$ cat src/rtl/warp_pkg.sv
// Shared types and constants for the texture-warp pixel copy engine.
// State encoding, widths and default raster/texture geometry.
package warp_pkg;

    localparam int PIX_W   = 16;
    localparam int CNT_W   = 22;
    localparam int COORD_W = 11;

    localparam int DEF_HRES  = 640;
    localparam int DEF_VRES  = 480;
    localparam int DEF_TEX_W = 512;
    localparam int DEF_TEX_H = 512;

    typedef enum logic [2:0] {
        IDLE,
        WAITPIX,
        FETCH,
        WRITE,
        ADVANCE,
        HOLDOFF
    } state_t;

    // Counters stick at all-ones instead of wrapping.
    function automatic logic [CNT_W-1:0] sat_inc(input logic [CNT_W-1:0] c);
        return (c == '1) ? c : c + 1'b1;
    endfunction

endpackage

$ cat src/rtl/warp_pixel_copy_if.sv
// Control, rasterizer stream and memory port bundle of the copy engine.
// master = copy engine, slave = rasterizer/memory/host side.
interface warp_pixel_copy_if #(parameter int AW = 22);
    import warp_pkg::*;

    logic                 start;
    logic [AW-1:0]        src_base;
    logic [AW-1:0]        dst_base;
    logic [COORD_W-1:0]   x;
    logic [COORD_W-1:0]   y;
    logic [COORD_W-1:0]   u;
    logic [COORD_W-1:0]   v;
    logic                 ready;
    logic                 finished;
    logic                 next;
    logic [AW-1:0]        src_addr;
    logic                 src_req;
    logic                 src_ack;
    logic [PIX_W-1:0]     src_data;
    logic [AW-1:0]        dst_addr;
    logic [PIX_W-1:0]     dst_data;
    logic                 dst_we;
    logic                 dst_ack;
    logic                 busy;
    logic                 done;
    logic [CNT_W-1:0]     written;
    logic [CNT_W-1:0]     skipped;

    modport master (
        input  start, src_base, dst_base,
        input  x, y, u, v, ready, finished,
        input  src_ack, src_data, dst_ack,
        output next, src_addr, src_req,
        output dst_addr, dst_data, dst_we,
        output busy, done, written, skipped
    );

    modport slave (
        output start, src_base, dst_base,
        output x, y, u, v, ready, finished,
        output src_ack, src_data, dst_ack,
        input  next, src_addr, src_req,
        input  dst_addr, dst_data, dst_we,
        input  busy, done, written, skipped
    );

endinterface

$ cat src/rtl/warp_addr_gen.sv
// Combinational base + row*WIDTH + col word-address generator.
// Coordinates beyond the surface clamp to its last row/column.
module warp_addr_gen
    import warp_pkg::*;
#(
    parameter int AW     = 22,
    parameter int WIDTH  = 512,
    parameter int HEIGHT = 512
) (
    input  logic [AW-1:0]      base,
    input  logic [COORD_W-1:0] row,
    input  logic [COORD_W-1:0] col,
    output logic [AW-1:0]      addr
);

    localparam logic [COORD_W-1:0] COL_MAX = COORD_W'(WIDTH - 1);
    localparam logic [COORD_W-1:0] ROW_MAX = COORD_W'(HEIGHT - 1);

    logic [COORD_W-1:0] colc;
    logic [COORD_W-1:0] rowc;

    // Clamp to the edge, then linearise; the sum wraps silently at AW bits.
    always_comb begin
        colc = (col > COL_MAX) ? COL_MAX : col;
        rowc = (row > ROW_MAX) ? ROW_MAX : row;
        addr = base + AW'(rowc) * AW'(WIDTH) + AW'(colc);
    end

endmodule

$ cat src/rtl/warp_pixel_copy.sv
// Rasterizer output consumer: copies one texel per pixel from the
// source texture to the framebuffer and drops off-screen pixels.
module warp_pixel_copy
    import warp_pkg::*;
#(
    parameter int HRES  = DEF_HRES,
    parameter int VRES  = DEF_VRES,
    parameter int TEX_W = DEF_TEX_W,
    parameter int TEX_H = DEF_TEX_H,
    parameter int AW    = 22
) (
    input  logic               clk,
    input  logic               rst_n,
    warp_pixel_copy_if.master  bus
);

    state_t             state;
    logic [AW-1:0]      src_base_q;
    logic [AW-1:0]      dst_base_q;
    logic [AW-1:0]      src_nxt;
    logic [AW-1:0]      dst_nxt;
    logic               on_screen;

    logic               next_q;
    logic [AW-1:0]      src_addr_q;
    logic               src_req_q;
    logic [AW-1:0]      dst_addr_q;
    logic [PIX_W-1:0]   dst_data_q;
    logic               dst_we_q;
    logic               busy_q;
    logic               done_q;
    logic [CNT_W-1:0]   written_q;
    logic [CNT_W-1:0]   skipped_q;

    warp_addr_gen #(
        .AW     (AW),
        .WIDTH  (TEX_W),
        .HEIGHT (TEX_H)
    ) u_src_gen (
        .base (src_base_q),
        .row  (bus.v),
        .col  (bus.u),
        .addr (src_nxt)
    );

    warp_addr_gen #(
        .AW     (AW),
        .WIDTH  (HRES),
        .HEIGHT (VRES)
    ) u_dst_gen (
        .base (dst_base_q),
        .row  (bus.y),
        .col  (bus.x),
        .addr (dst_nxt)
    );

    // Screen bounds test on the raw pixel coordinates.
    always_comb begin
        on_screen = (bus.x < COORD_W'(HRES)) && (bus.y < COORD_W'(VRES));
    end

    // Main sequencer: one pixel at a time, all outputs registered.
    always_ff @(posedge clk or negedge rst_n) begin
        if (!rst_n) begin
            state      <= IDLE;
            src_base_q <= '0;
            dst_base_q <= '0;
            next_q     <= 1'b0;
            src_addr_q <= '0;
            src_req_q  <= 1'b0;
            dst_addr_q <= '0;
            dst_data_q <= '0;
            dst_we_q   <= 1'b0;
            busy_q     <= 1'b0;
            done_q     <= 1'b0;
            written_q  <= '0;
            skipped_q  <= '0;
        end else begin
            next_q <= 1'b0;
            done_q <= 1'b0;
            unique case (state)
                IDLE: begin
                    if (bus.start && !done_q) begin
                        src_base_q <= bus.src_base;
                        dst_base_q <= bus.dst_base;
                        written_q  <= '0;
                        skipped_q  <= '0;
                        busy_q     <= 1'b1;
                        state      <= WAITPIX;
                    end
                end
                WAITPIX: begin
                    if (bus.ready) begin
                        if (!on_screen) begin
                            skipped_q <= sat_inc(skipped_q);
                            next_q    <= 1'b1;
                            state     <= ADVANCE;
                        end else begin
                            src_addr_q <= src_nxt;
                            dst_addr_q <= dst_nxt;
                            src_req_q  <= 1'b1;
                            state      <= FETCH;
                        end
                    end else if (bus.finished) begin
                        done_q <= 1'b1;
                        busy_q <= 1'b0;
                        state  <= IDLE;
                    end
                end
                FETCH: begin
                    if (bus.src_ack) begin
                        src_req_q  <= 1'b0;
                        dst_data_q <= bus.src_data;
                        dst_we_q   <= 1'b1;
                        state      <= WRITE;
                    end
                end
                WRITE: begin
                    if (bus.dst_ack) begin
                        dst_we_q  <= 1'b0;
                        written_q <= sat_inc(written_q);
                        next_q    <= 1'b1;
                        state     <= ADVANCE;
                    end
                end
                ADVANCE: begin
                    state <= HOLDOFF;
                end
                HOLDOFF: begin
                    state <= WAITPIX;
                end
                default: begin
                    state <= IDLE;
                end
            endcase
        end
    end

    assign bus.next     = next_q;
    assign bus.src_addr = src_addr_q;
    assign bus.src_req  = src_req_q;
    assign bus.dst_addr = dst_addr_q;
    assign bus.dst_data = dst_data_q;
    assign bus.dst_we   = dst_we_q;
    assign bus.busy     = busy_q;
    assign bus.done     = done_q;
    assign bus.written  = written_q;
    assign bus.skipped  = skipped_q;

endmodule

$ cat src/flat_wrapper.sv
// flat-port wrapper written by rule: the top's interface ports become plain ports
module warp_pixel_copy_flat import warp_pkg::*;
#(
    parameter int HRES  = DEF_HRES,
    parameter int VRES  = DEF_VRES,
    parameter int TEX_W = DEF_TEX_W,
    parameter int TEX_H = DEF_TEX_H,
    parameter int AW    = 22
)
  (clk, rst_n, bus_start, bus_src_base, bus_dst_base, bus_x, bus_y, bus_u, bus_v, bus_ready, bus_finished, bus_src_ack, bus_src_data, bus_dst_ack, bus_next, bus_src_addr, bus_src_req, bus_dst_addr, bus_dst_data, bus_dst_we, bus_busy, bus_done, bus_written, bus_skipped);
  warp_pixel_copy_if #(.AW(AW)) bus_i ();
  input  logic clk;
  input  logic rst_n;
  input wire logic [$bits(bus_i.start)-1:0] bus_start;
  input wire logic [$bits(bus_i.src_base)-1:0] bus_src_base;
  input wire logic [$bits(bus_i.dst_base)-1:0] bus_dst_base;
  input wire logic [$bits(bus_i.x)-1:0] bus_x;
  input wire logic [$bits(bus_i.y)-1:0] bus_y;
  input wire logic [$bits(bus_i.u)-1:0] bus_u;
  input wire logic [$bits(bus_i.v)-1:0] bus_v;
  input wire logic [$bits(bus_i.ready)-1:0] bus_ready;
  input wire logic [$bits(bus_i.finished)-1:0] bus_finished;
  input wire logic [$bits(bus_i.src_ack)-1:0] bus_src_ack;
  input wire logic [$bits(bus_i.src_data)-1:0] bus_src_data;
  input wire logic [$bits(bus_i.dst_ack)-1:0] bus_dst_ack;
  output wire logic [$bits(bus_i.next)-1:0] bus_next;
  output wire logic [$bits(bus_i.src_addr)-1:0] bus_src_addr;
  output wire logic [$bits(bus_i.src_req)-1:0] bus_src_req;
  output wire logic [$bits(bus_i.dst_addr)-1:0] bus_dst_addr;
  output wire logic [$bits(bus_i.dst_data)-1:0] bus_dst_data;
  output wire logic [$bits(bus_i.dst_we)-1:0] bus_dst_we;
  output wire logic [$bits(bus_i.busy)-1:0] bus_busy;
  output wire logic [$bits(bus_i.done)-1:0] bus_done;
  output wire logic [$bits(bus_i.written)-1:0] bus_written;
  output wire logic [$bits(bus_i.skipped)-1:0] bus_skipped;
  assign bus_i.start = bus_start;
  assign bus_i.src_base = bus_src_base;
  assign bus_i.dst_base = bus_dst_base;
  assign bus_i.x = bus_x;
  assign bus_i.y = bus_y;
  assign bus_i.u = bus_u;
  assign bus_i.v = bus_v;
  assign bus_i.ready = bus_ready;
  assign bus_i.finished = bus_finished;
  assign bus_i.src_ack = bus_src_ack;
  assign bus_i.src_data = bus_src_data;
  assign bus_i.dst_ack = bus_dst_ack;
  assign bus_next = bus_i.next;
  assign bus_src_addr = bus_i.src_addr;
  assign bus_src_req = bus_i.src_req;
  assign bus_dst_addr = bus_i.dst_addr;
  assign bus_dst_data = bus_i.dst_data;
  assign bus_dst_we = bus_i.dst_we;
  assign bus_busy = bus_i.busy;
  assign bus_done = bus_i.done;
  assign bus_written = bus_i.written;
  assign bus_skipped = bus_i.skipped;
  warp_pixel_copy #(.HRES(HRES), .VRES(VRES), .TEX_W(TEX_W), .TEX_H(TEX_H), .AW(AW)) u_core (.clk(clk), .rst_n(rst_n), .bus(bus_i));
endmodule
$ cat config.mk
export PLATFORM = sky130hd
export DESIGN_NAME = warp_pixel_copy_flat
export DESIGN_NICKNAME = d
export VERILOG_FILES = /design/src/rtl/warp_pkg.sv /design/src/rtl/warp_pixel_copy_if.sv /design/src/rtl/warp_addr_gen.sv /design/src/rtl/warp_pixel_copy.sv /design/src/flat_wrapper.sv
export SDC_FILE = /design/constraint.sdc
export NUM_CORES = 1
export LEC_CHECK = 0
export CAP_MARGIN = 0
export CORE_MARGIN = 1
export CORE_UTILIZATION = 51
export CTS_BUF_LIST = sky130_fd_sc_hd__clkbuf_8 sky130_fd_sc_hd__clkbuf_16
export CTS_CLUSTER_DIAMETER = 30
export DETAILED_ROUTE_END_ITERATION = 10
export PLACE_DENSITY = 0.81
export SYNTH_ARGS = -nofsm -noshare
export SYNTH_HDL_FRONTEND = slang
export SYNTH_SLANG_ARGS = --single-unit
$ cat constraint.sdc
create_clock -name clk -period 3.56 [get_ports clk]
set_input_delay 0.712 -clock clk [delete_from_list [all_inputs] [get_ports clk]]
set_output_delay 0.712 -clock clk [all_outputs]
set_load 0.02 [all_outputs]
# Word level (Yosys, flattened, before mapping)
# Cells that the tools add are included.
[word_totals]
ff_bits = 156
in_bits = 111
out_inout_bits = 109
word_cells = 98
[classes]
addsub = 6
n_mul = 1
magnitude_cmp = 6
eq_ne = 18
n_mux = 37
reduce_logical = 17
[ops]
columns = ["operator", "n"]
rows = [
  ["$mux 22", 6],
  ["$pmux 22 s2", 2],
  ["$add 22x1->22 const B", 2],
  ["$add 22x11->22", 2],
  ["$eq 22x22->1 const B", 2],
  ["$mux 11", 4],
  ["$gt 11x9->1 const B", 3],
  ["$add 22x20->22", 1],
  ["$add 22x21->22", 1],
  ["$mux 3", 6],
  ["$pmux 3 s6", 1],
  ["$ne 2x2->1 const B", 8],
  ["$reduce_and 4->1", 4],
  ["$mul 11x3->14 const B", 1],
  ["$mux 1", 14],
  ["$gt 11x10->1 const B", 1],
  ["$lt 11x10->1 const B", 1],
  ["$lt 11x9->1 const B", 1],
  ["$pmux 1 s2", 4],
  ["$reduce_bool 2->1", 4],
  ["$eq 3x2->1 const B", 2],
  ["$eq 3x3->1 const B", 2],
  ["$reduce_and 3->1", 2],
  ["$reduce_and 5->1", 1],
  ["7 further kinds", 10],
]

# Logic depth before layout (Yosys ltp)
[logic_depth]
depth_word = 5
ltp_mapped = 20
depth_no_buf = 19

# Cells and area by module
# A second synthesis with hierarchy kept.
[hier_totals]
cells_unflattened = 994
hier_area_um2 = 10431.3
[by_module_without_submodules]
columns = ["mod", "instances", "cells_per_inst", "area_per_inst_um2", "seq_area_each_um2"]
rows = [
  ["warp_pixel_copy", 1, 549, 6796.5, 3903.7],
  ["warp_addr_gen (u_core.u_dst_gen)", 1, 252, 2028.2, 0.0],
  ["warp_addr_gen (u_core.u_src_gen)", 1, 193, 1606.5, 0.0],
]

# Worst setup path before layout
# No wires, ideal clock.
[synth_timing]
kind = "input to register"
start = "in bus_y[9]"
end = "reg u_core.dst_addr_q[20], in the netlist u_core.bus.dst_addr[20]"
setup_time_ns = 0.136
arrival_time_ns = 4.696
required_ns = 3.424
slack_ns = -1.273
stages = 20
path_buffers = 1
cell_sequence = "or2_0 -> clkbuf_1 -> or3_1 -> ha_1 -> ha_1 -> fa_1 -> a21o_1 -> a21oi_1 -> nor2b_1 -> o21a_1 -> o41ai_1 -> xnor2_1 -> ha_1 -> ha_1 -> nand4_1 -> nand2b_1 -> o211ai_1 -> a211oi_1 -> xor2_1 -> o21ai_0"
[synth_via]
elab_chain_len = 5
word_cells_on_any_way = 8
classes_between = "add/sub (2); mul (1); order compare (2); mux (1); reduce/logical (2)"
[synth_rtl]
columns = ["item", "line_no", "rtl"]
rows = [
  ["from (decl)", "flat_wrapper.sv:18", "input wire logic [$bits(bus_i.y)-1:0] bus_y;"],
  ["$gt 11x9->1", "warp_addr_gen.sv:25", "rowc = (row > ROW_MAX) ? ROW_MAX : row;"],
  ["$mux 11", "warp_addr_gen.sv:25", ""],
  ["$mul 11x3->14", "warp_addr_gen.sv:26", "addr = base + AW'(rowc) * AW'(WIDTH) + AW'(colc);"],
  ["$add 22x21->22", "warp_addr_gen.sv:26", ""],
  ["$add 22x11->22", "warp_addr_gen.sv:26", ""],
  ["to (signal assigned)", "warp_pixel_copy.sv:100", "dst_addr_q <= dst_nxt;"],
  ["to (decl)", "warp_pixel_copy.sv:27", "logic [AW-1:0] dst_addr_q;"],
]
# Several ways; a longest one is shown, not always the timed one.
# A chain may end at the register's enable or synchronous reset.

# Worst setup path in the final report
[layout_timing]
start = "in bus_y[9]"
end = "reg u_core.dst_addr_q[21], in the netlist u_core.bus.dst_addr[21]"
# The elaborated chain is that of the path after synthesis.

==> impl_metrics.json <==
{
  "period_needed_ps": 4219,
  "worst_setup_path_start_kind": "input port",
  "fmax_ghz": 0.2370,
  "worst_pin_slew_ps": 790.6,
  "grt_overflow_total": 0,
  "clk_pin_slew_ps": 60,
  "nets": 1537,
  "vias_per_cell": 5.608,
  "critPathCapture": "u_core.bus.dst_addr[21]$_DFFE_PN0P_",
  "start_util_pct": 52.83,
  "status": "finished, violations left",
  "synth_common_cells": "dfrtp_1, nand2_1, ha_1, o21ai_0, mux2_2",
  "crit_type": "input port to register",
  "tritoncts": "built",
  "rr_worst_depth": 10,
  "synth_most_common_cell": "dfrtp_1",
  "fin_ws_ps": -659.0,
  "async_reset_ff_share_pct": 100.0,
  "place_congestion": 0.8588,
  "reg2reg_setup_slack_ps": 720,
  "num_io_pins": 220,
  "row_count": 49,
  "htreeDepth": 4,
  "yosysSeqAreaShare_pct": 40.45,
  "final_hold_viol_count": 0,
  "cap_violations": 0,
  "cts_sinks": 156,
  "critPathLaunch": "bus_y[9]",
  "routed_wl_um": 26450,
  "worstSkewPairLatency_ps": 430,
  "synth_edf_count": 0,
  "synth_top_area_cell": "dfrtp_1",
  "rsz0062_at_grt": "yes",
  "synth_cells": 984,
  "ys.flop_type": "dfrtp_1",
  "synth-seq-cells": 156,
  "setup_violations": 11,
  "fin_worst_skew_ps": 10.07,
  "yosys_warnings": 0,
  "wl_per_cell_um": 16.87,
  "antenna_found_initial": 2,
  "power_density_mw_per_mm2": 903.3,
  "synth.area.mux_share_pct": 7.337,
  "endpoint_kind": "register",
  "core_mm2": 0.01827,
  "vias": 8794,
  "place_ws_ps": -1632,
  "syn_avg_cell_area_um2": 9.809,
  "first_pass_iters": 5,
  "placed_cells": 1523,
  "violations": "negative setup slack",
  "clockRootBuffer": "clkbuf_16",
  "synth_top_area_share_pct": 40.45,
  "dpl_cell_area_mm2": 0.01306,
  "route.detailed.drc": 0,
  "grt_pass1_vias": 8819,
  "crit_fanout": 6,
  "synth.area.top_cells": "dfrtp_1, ha_1, mux2_2",
  "reg2reg_to": "u_core.bus.dst_addr[17]$_DFFE_PN0P_",
  "drtIter0Drc": 393,
  "critPathArrivalTime_ps": 4520,
  "die_height_um": 139.6,
  "stdcell_area_mm2": 0.01408,
  "grt_pass1_wl_um": 42440,
  "dp_hpwl_um": 19160,
  "reg2reg_from": "u_core.dst_base_q[1]$_DFFE_PN0P_",
  "synth.cell_area_mm2": 0.009652,
  "cts_hold_buf": 0,
  "worst_slew_margin_rel_pct": 47.29,
  "drive_gt1_share_pct": 22.21,
  "ys_types": 59,
  "postRouteAntennaNets": 0,
  "layoutNonFillerInstCount": 1568,
  "cp.required_ps": 3860,
  "synth_compound_gate_area_share_pct": 14.07,
  "synth_top_family_by_area": "simple AND/OR/NAND/NOR gates",
  "drv_slew": 0,
  "hold_class": "input port to asynchronous set/reset pin",
  "cts_buffer_depth": 2,
  "synthXorXnorAreaFrac_pct": 6.261,
  "grt_max_degree": 74,
  "synthAdderAreaFrac_pct": 13.92,
  "ir_drop_uv": 474.1,
  "areaGrowthSynthToFinish_pct": 45.90,
  "port_buffers": 219,
  "grt_use_total_pct": 27.32,
  "cts_buffers": 17,
  "p_leak_nw": 6.279,
  "period_share_pct": 118.5,
  "die-area_mm2": 0.01948,
  "synth-simple-area-share_pct": 15.39,
  "die_w_um": 139.6
}
-- layer usage --
layer  track usage (%)  share of wire, %  vias to the layer above  wire, um
met5                 0                 0                        -         0
met4             10.18               2.4                        0       645
met3             5.506               5.3                       48      1404
met2             49.03                51                      295     13510
met1             32.23                41                     4218     10880
li1                  -                 -                     4233         -
-- how the worst min path moves through the flow --
stage,end,slack (ps),from,cells after the start
after floorplan,u_core.bus.busy$_DFFE_PN0P_,420,rst_n,0
after global placement,u_core.bus.dst_addr[8]$_DFFE_PN0P_,460,u_core.bus.dst_addr[8]$_DFFE_PN0P_,2
after detailed placement,u_core.bus.src_addr[13]$_DFFE_PN0P_,470,u_core.bus.src_addr[13]$_DFFE_PN0P_,2
after CTS,u_core.bus.dst_data[9]$_DFFE_PN0P_,330,rst_n,1
after global routing,u_core.bus.dst_addr[2]$_DFFE_PN0P_,360,rst_n,1
final,u_core.bus.dst_addr[6]$_DFFE_PN0P_,320,rst_n,1
-- cell usage in the layout (no fill, tap or decap), types with 16 or more instances in the layout --
cell type | synthesis | layout
nand4_1 | 20 | 20
or3_1 | 33 | 26
dfrtp_1 | 156 | 156
mux2_2 | 62 | 62
xor2_1 | 39 | 38
clkbuf_16 | 0 | 17
nand3_1 | 28 | 27
clkdlybuf4s50_1 | 0 | 207
o21ai_0 | 83 | 72
ha_1 | 93 | 77
xnor2_1 | 30 | 29
nand2_1 | 111 | 109
a21oi_1 | 48 | 37
buf_4 | 0 | 123
nor2_1 | 59 | 54
a31oi_1 | 19 | 16
a21o_1 | 17 | 17
inv_1 | 30 | 33
-- area by class of cell --
| cell class | count | area, um2 |
|---|---|---|
| Clock inverter | 12 | 120.1 |
| Fill cell | 1290 | 4188 |
| Tap cell | 229 | 286.5 |
| Sequential cell | 156 | 3904 |
| Inverter | 30 | 112.6 |
| Timing Repair Buffer | 346 | 3183 |
| Multi-Input combinational cell | 773 | 6005 |
| Clock buffer | 20 | 466.7 |
| Antenna cell | 2 | 5.005 |
-- state kept, by name, indices dropped and copies added, names as in the netlist, 3 cells and up --
name                 cells
u_core.bus.dst_addr     22
u_core.src_base_q       22
u_core.bus.skipped      22
u_core.bus.dst_data     16
u_core.dst_base_q       22
u_core.bus.src_addr     22
u_core.state             3
u_core.bus.written      22
-- what timing repair did --
| action | CTS | global route |
|---|---|---|
| setup buffers | 4 | 7 |
| gates resized for setup | 54 | 37 |
| pin swaps | 30 | 51 |
| setup endpoints to repair | 17 | 23 |
-- power breakdown --
group          total (mW)  leakage (nW)  switching [mW]  internal, mW
clock network        1.82         0.300           0.740          1.08
registers            2.80          2.02           0.415          2.38
logic                8.10          3.96            4.03          4.07
total                12.7          6.28            5.18          7.54
-- logic make-up after synthesis --
group | after synthesis
simple gates | 308
compound gates | 222
flops | 156
fa+ha+maj | 102
xor+xnor | 69
mux | 63
buf+inv | 62
other cells | 2
-- critical path: stages --
cell	delay [ps]
buf_8	100
or2_4	270
or3_4	390
ha_4	260
ha_4	160
fa_2	330
a21o_1	170
a21oi_2	160
nor2b_1	60
o21a_1	190
o41ai_2	250
xnor2_1	110
ha_1	330
ha_4	270
a21oi_2	160
o211ai_1	120
o22ai_2	160
o31ai_4	100
xnor2_1	150
o21ai_1	70
-- metrics by stage --
| stage | TNS [ps] | utilization (%) | power (mW) | hold slack [ps] |
|---|---|---|---|---|
| 2_1_floorplan | -6270 | - | 7.243 | 416.4 |
| 4_1_cts | -4687 | 75.67 | 12.26 | 333.1 |
| 5_1_grt | -5112 | 77.08 | 13.64 | 359.9 |
| 6_report | -3739 | 77.08 | 12.72 | 318.5 |
| 3_5_place_dp | -20590 | 71.50 | 10.13 | 469.1 |
| 3_3_place_gp | -19050 | 71.50 | 9.938 | 461.6 |
(Power assumes the default switching activity.)
